$ cat src/rtl/axi4_wr_master.sv
// ---------------------------------------------------------------------------
// axi4_wr_master
//   Single-beat AXI4 write master. A simple valid/ready store request
//   (address, data, byte strobes) is turned into one AW transfer and one W
//   transfer. The B response is handed back to the requester. Writes are
//   issued in order with a fixed AWID. Up to MAX_OUTSTANDING writes may be
//   waiting for their B response at any time.
//
// Ports
//   ACLK, ARESETn         clock, synchronous active-low reset
//   req_valid/req_ready   store request handshake
//   req_addr/data/strb    store payload, latched on accept
//   rsp_valid/rsp_ready   write response handshake (mirrors BVALID/BREADY)
//   rsp_err               BRESP[1] (SLVERR or DECERR)
//   busy                  writes outstanding or AW/W still pending
//   protocol_err          sticky: a B handshake arrived with nothing outstanding
//   AW*/W*/B*             AXI4 write address, write data, write response
// ---------------------------------------------------------------------------
module axi4_wr_master #(
    parameter int ADDR_W          = 32,
    parameter int DATA_W          = 32,
    parameter int ID_W            = 4,
    parameter int AXI_ID          = 0,
    parameter int MAX_OUTSTANDING = 4
) (
    input  logic                ACLK,
    input  logic                ARESETn,

    input  logic                req_valid,
    output logic                req_ready,
    input  logic [ADDR_W-1:0]   req_addr,
    input  logic [DATA_W-1:0]   req_data,
    input  logic [DATA_W/8-1:0] req_strb,

    output logic                rsp_valid,
    input  logic                rsp_ready,
    output logic                rsp_err,
    output logic                busy,
    output logic                protocol_err,

    output logic                AWVALID,
    input  logic                AWREADY,
    output logic [ADDR_W-1:0]   AWADDR,
    output logic [ID_W-1:0]     AWID,
    output logic [7:0]          AWLEN,
    output logic [2:0]          AWSIZE,
    output logic [1:0]          AWBURST,
    output logic [2:0]          AWPROT,

    output logic                WVALID,
    input  logic                WREADY,
    output logic [DATA_W-1:0]   WDATA,
    output logic [DATA_W/8-1:0] WSTRB,
    output logic                WLAST,

    input  logic                BVALID,
    output logic                BREADY,
    input  logic [1:0]          BRESP,
    input  logic [ID_W-1:0]     BID
);

    localparam int                CNT_W   = $clog2(MAX_OUTSTANDING + 1);
    localparam logic [CNT_W-1:0]  MAX_CNT = CNT_W'(MAX_OUTSTANDING);
    localparam logic [CNT_W-1:0]  CNT_ONE = CNT_W'(1);

    logic [CNT_W-1:0] outstanding;
    logic             accept;
    logic             aw_done;
    logic             w_done;
    logic             b_done;

    // BID is not checked (single fixed ID) and EXOKAY has no meaning for
    // a non-exclusive write, so these bits are deliberately left unused.
    logic             unused_inputs;
    assign unused_inputs = ^{BID, BRESP[0]};

    // Constant AW/W fields: single beat, full-width INCR, unprivileged data.
    assign AWID    = ID_W'(AXI_ID);
    assign AWLEN   = 8'd0;
    assign AWSIZE  = 3'($clog2(DATA_W / 8));
    assign AWBURST = 2'b01;
    assign AWPROT  = 3'b000;
    assign WLAST   = 1'b1;

    // A new request may only be taken when both channel slots are free or
    // freeing up this very edge, so the payload registers are never
    // overwritten while a transfer is still being presented.
    assign req_ready = ARESETn
                    && (!AWVALID || AWREADY)
                    && (!WVALID  || WREADY)
                    && (outstanding < MAX_CNT);

    assign accept  = req_valid && req_ready;
    assign aw_done = AWVALID && AWREADY;
    assign w_done  = WVALID  && WREADY;

    assign BREADY    = ARESETn && rsp_ready;
    assign b_done    = BVALID && BREADY;
    assign rsp_valid = BVALID;
    assign rsp_err   = BRESP[1];

    assign busy = (outstanding != '0) || AWVALID || WVALID;

    // AW and W channel registers. A same-edge accept re-arms a channel that
    // is handshaking, so back-to-back writes need no bubble.
    always_ff @(posedge ACLK) begin
        if (!ARESETn) begin
            AWVALID <= 1'b0;
            WVALID  <= 1'b0;
            AWADDR  <= '0;
            WDATA   <= '0;
            WSTRB   <= '0;
        end else if (accept) begin
            AWVALID <= 1'b1;
            WVALID  <= 1'b1;
            AWADDR  <= req_addr;
            WDATA   <= req_data;
            WSTRB   <= req_strb;
        end else begin
            if (aw_done) AWVALID <= 1'b0;
            if (w_done)  WVALID  <= 1'b0;
        end
    end

    // Outstanding write counter. A B handshake with nothing outstanding is
    // flagged and never allowed to wrap the counter.
    always_ff @(posedge ACLK) begin
        if (!ARESETn) begin
            outstanding  <= '0;
            protocol_err <= 1'b0;
        end else begin
            if (b_done && (outstanding == '0)) begin
                protocol_err <= 1'b1;
            end
            case ({accept, b_done})
                2'b10: outstanding <= outstanding + CNT_ONE;
                2'b01: if (outstanding != '0) outstanding <= outstanding - CNT_ONE;
                2'b11: if (outstanding == '0) outstanding <= outstanding + CNT_ONE;
                default: outstanding <= outstanding;
            endcase
        end
    end

endmodule

$ cat config.mk
export PLATFORM = sky130hd
export DESIGN_NAME = axi4_wr_master
export DESIGN_NICKNAME = d
export VERILOG_FILES = /design/src/rtl/axi4_wr_master.sv
export SDC_FILE = /design/constraint.sdc
export NUM_CORES = 1
export LEC_CHECK = 0
export BUFFER_PORTS_ARGS = -buffer_cell sky130_fd_sc_hd__buf_4
export CORE_MARGIN = 4
export CORE_UTILIZATION = 30
export CTS_CLUSTER_DIAMETER = 150
export DETAILED_ROUTE_END_ITERATION = 7
export HOLD_SLACK_MARGIN = 0.03
export MAX_ROUTING_LAYER = met4
export SLEW_MARGIN = 0
export SYNTH_ARGS = -nofsm -noshare
export SYNTH_HDL_FRONTEND = slang
export SYNTH_SLANG_ARGS = --single-unit
$ cat constraint.sdc
create_clock -name ACLK -period 3.35 [get_ports ACLK]
set_clock_uncertainty 0.15 [all_clocks]
set_input_delay 0.1675 -clock ACLK [delete_from_list [all_inputs] [get_ports ACLK]]
set_output_delay 0.1675 -clock ACLK [all_outputs]
set_load 0.02 [all_outputs]
==> impl_results.md <==
* Total iterations of the first detailed-routing run at 4
* HP Class: input pin to flip-flop
* Per-instance average area after synthesis at 8.49 um^2
* Highest-delay cell along the critical path: or4b_2
* Worst reg2reg setup slack at 1080 ps
* Total gr overflow at 0
* Unrepaired setup endpoints after global routing: false
* Cell type with the highest aggregate area in the netlist: dfxtp_1
* Crit path buf inv count at 0
* Starting DRT DRC Count at 87
* Final period utilization at 0.677
* CTS H-tree depth at 3
* Final-report hold violation count at 0
* Max Fanout on Critical Path at 5
* Worst skew pair latency at 330 ps
* DR vias at 2965
* Area of the core at 9820 um^2
* Synth warn at 0
* Worst Setup End Kind: flip-flop
* CP cell instances: and2b_1, and4_4, nor2_1, xor2_1, ha_1, or4b_2, nor3_2, o21a_1
* Post-synth EDFFs at 0
* Worst Path Class, Setup: flip-flop to flip-flop
* Synth top area cells: dfxtp_1 (49%), a21boi_0 (17%), nand2_1 (17%)
* Summed negative setup slack over all endpoints at 0 ps
* Area of the die at 11800 um^2
* Data required, critical path at 3480 ps
* Critical register-to-register path endpoint: outstanding[2]$_SDFFE_PN0P_
* Width of the chip at 109 um
* Cts repair resizes at 0
* Number of top-level design ports at 178
* Initial standard-cell utilization of the core at 0.309
* Largest net degree at the start of global routing at 71
* NumNets Final at 646
* Global router's overall resource usage at 0.145
* Number of clock buffers inserted by TritonCTS at 9
* Worst-margin pin slew at 749 ps
* Share of synthesized area occupied by flip-flops and latches at 0.488
* Leak pwr at 0.00219 uW
* Clock tree from TritonCTS: built
* Worst hold slack after final layout at 69.0 ps
* Drt wl/cell at 12.3 um
* Worst Path Arrival at 2400 ps
* Async set-or-reset flop fraction in the synthesized netlist at 0
* Sink Count at 74
* Power consumption at 2180 uW
* Relative slew margins at 0.501
* Leading register cell type out of synthesis: dfxtp_1
* Post-CTS Repair Setup Buffers at 0
* Max IR drop VDD at 0.255 mV
* Worst Reg-to-Reg Cells at 8
* Clock Pin Slew Worst Setup and Hold Paths at 80 ps
* Number of DRC violations after detailed routing at 0
* HPWL Detailed at 5380 um
* Final max-slew violation count at 0
* Launching element type of the critical path: flip-flop
* Worst setup slack after placement at 986 ps
* Area overhead of the layout relative to synthesis at 64.5%
* Total standard cell area after synthesis at 3040 um^2
* Initial antenna violation count at 0
* Global-route wire length before repair at 13300 um
* Yosys cell types at 29
* Clock Path Buffers at 2
* Largest stage delay on the critical path at 620 ps
* Flip-flop and latch count after synthesis at 74
* Count of maximum capacitance violations at 0
* Synthesized instance count at 358
* FP Rows at 36
* Count of non-filler cells in the finished layout at 701
* Worst reg2reg path startpoint: outstanding[2]$_SDFFE_PN0P_
* Via count of the first global-routing pass at 2850
* Post-placement cell count at 616
* Sum of routed wire length over all layers at 8590 um
* Detail-routed via count per cell at 4.23
* Status: complete, no violations
* Final antenna-violating net count at 0
* Period minus WS final at 2270 ps
* Hold path startpoint: WREADY
* Maximum clock frequency at 441 MHz
* Post-CTS Hold Fix Bufs at 70
* Hold-critical path depth at 3
* Setup slack after layout at 1080 ps
* Die Span Y at 109 um
* Layout cells sized above 1 at 0.299
* Port Buffer Count at 149
* CTS root buffer: clkbuf_8
* Setup-violating endpoint count in the final report at 0
* GP Congestion at 0.687
* Cell family contributing the most delay on the critical path: simple AND/OR/NAND/NOR gates
* Share of Yosys cell area claimed by the top area cell type at 0.488
* Power per unit of standard cell area at 435 nW/um^2
* Hold EP: WVALID$_SDFFE_PN0P_
* Antenna diode count at 0
per-stage QoR:
step	utilization	instance area [um^2]
floorplan	-	3110
global placement	0.419	4110
detailed placement	0.419	4110
CTS	0.509	5000
global route	0.509	5000
finish	0.509	5000
metal layers:
layer / GRT usage / part of all wire
met5: - / 0
met2: 0.235 / 0.47
met3: 0.0420 / 0.078
met4: 0.0496 / 0.017
met1: 0.173 / 0.43
registers in the layout, indices dropped and copies added, names as in the netlist:
register	count
outstanding	3
WVALID	1
protocol_err	1
WDATA	32
AWADDR	32
WSTRB	4
AWVALID	1
worst register-to-register path: stages (launching register included):
cell and delay, ps:
dfxtp_1 380, and2b_1 220, and4_4 190, nor2_1 120, xor2_1 80, ha_1 200
or4b_2 620, nor3_2 120, o21a_1 130
cell usage after synthesis, types with 2 or more instances:
cell type	count
a21boi_0	70
conb_1	2
nor2_1	3
clkbuf_1	9
dfxtp_1	74
buf_4	29
buf_6	2
buf_2	6
mux2i_1	2
nand2b_1	2
o21ai_0	2
and2_1	2
nand2_1	139
report_power, final:
group | internal, uW | switching (uW)
combinational | 261 | 273
clock | 339 | 319
sequential | 944 | 40.5
placed cells by master, fill, tap and decap left out, drive strengths merged:
cell type    instances
conb                21
nand4                1
clkinvlp             1
mux2i                2
dfxtp               74
a41oi                1
nor2                 3
and2                 2
nand2              139
clkinv               3
o21a                 1
a31oi                1
o21ai                2
buf                152
inv                  1
or4b                 1
nor2b                1
nor3                 2
and3                 1
bufinv               1
dlygate4sd3         70
xnor2                1
nand2b               2
nand3                1
xor2                 1
and4                 1
and2b                1
ha                   1
clkbuf              10
a21boi              70
how the worst max path moves through the flow:
stage | from | end | slack (ps) | cells after the start
floorplan | WVALID$_SDFFE_PN0P_ | outstanding[2]$_SDFFE_PN0P_ | 890 | 10
global placement | ARESETn | outstanding[2]$_SDFFE_PN0P_ | 1010 | 9
detailed placement | ARESETn | outstanding[2]$_SDFFE_PN0P_ | 990 | 9
CTS | outstanding[2]$_SDFFE_PN0P_ | outstanding[2]$_SDFFE_PN0P_ | 1080 | 8
global route | outstanding[2]$_SDFFE_PN0P_ | outstanding[2]$_SDFFE_PN0P_ | 960 | 8
finish | outstanding[2]$_SDFFE_PN0P_ | outstanding[2]$_SDFFE_PN0P_ | 1080 | 8
area by class of cell:
type	count	area, um^2
Fill cell	950	4820
Timing Repair Buffer	222	1840
Sequential cell	74	1480
Multi-Input combinational cell	256	1320
Tap cell	133	166
Clock buffer	10	128
Clock inverter	5	56.3
Inverter	1	3.75
cell families after synthesis:
logic type | share of synthesized area
AND/OR/NAND/NOR | 0.206
AO/OA/AOI/OAI | 0.184
buffers and inverters | 0.101
multiplexers | 0.00659
other | 0.00247
XOR/XNOR | 0.00824
adder cells (fa/ha/maj) | 0.00412
flip-flops | 0.488
Note: power is estimated with default switching activity, not from simulation.
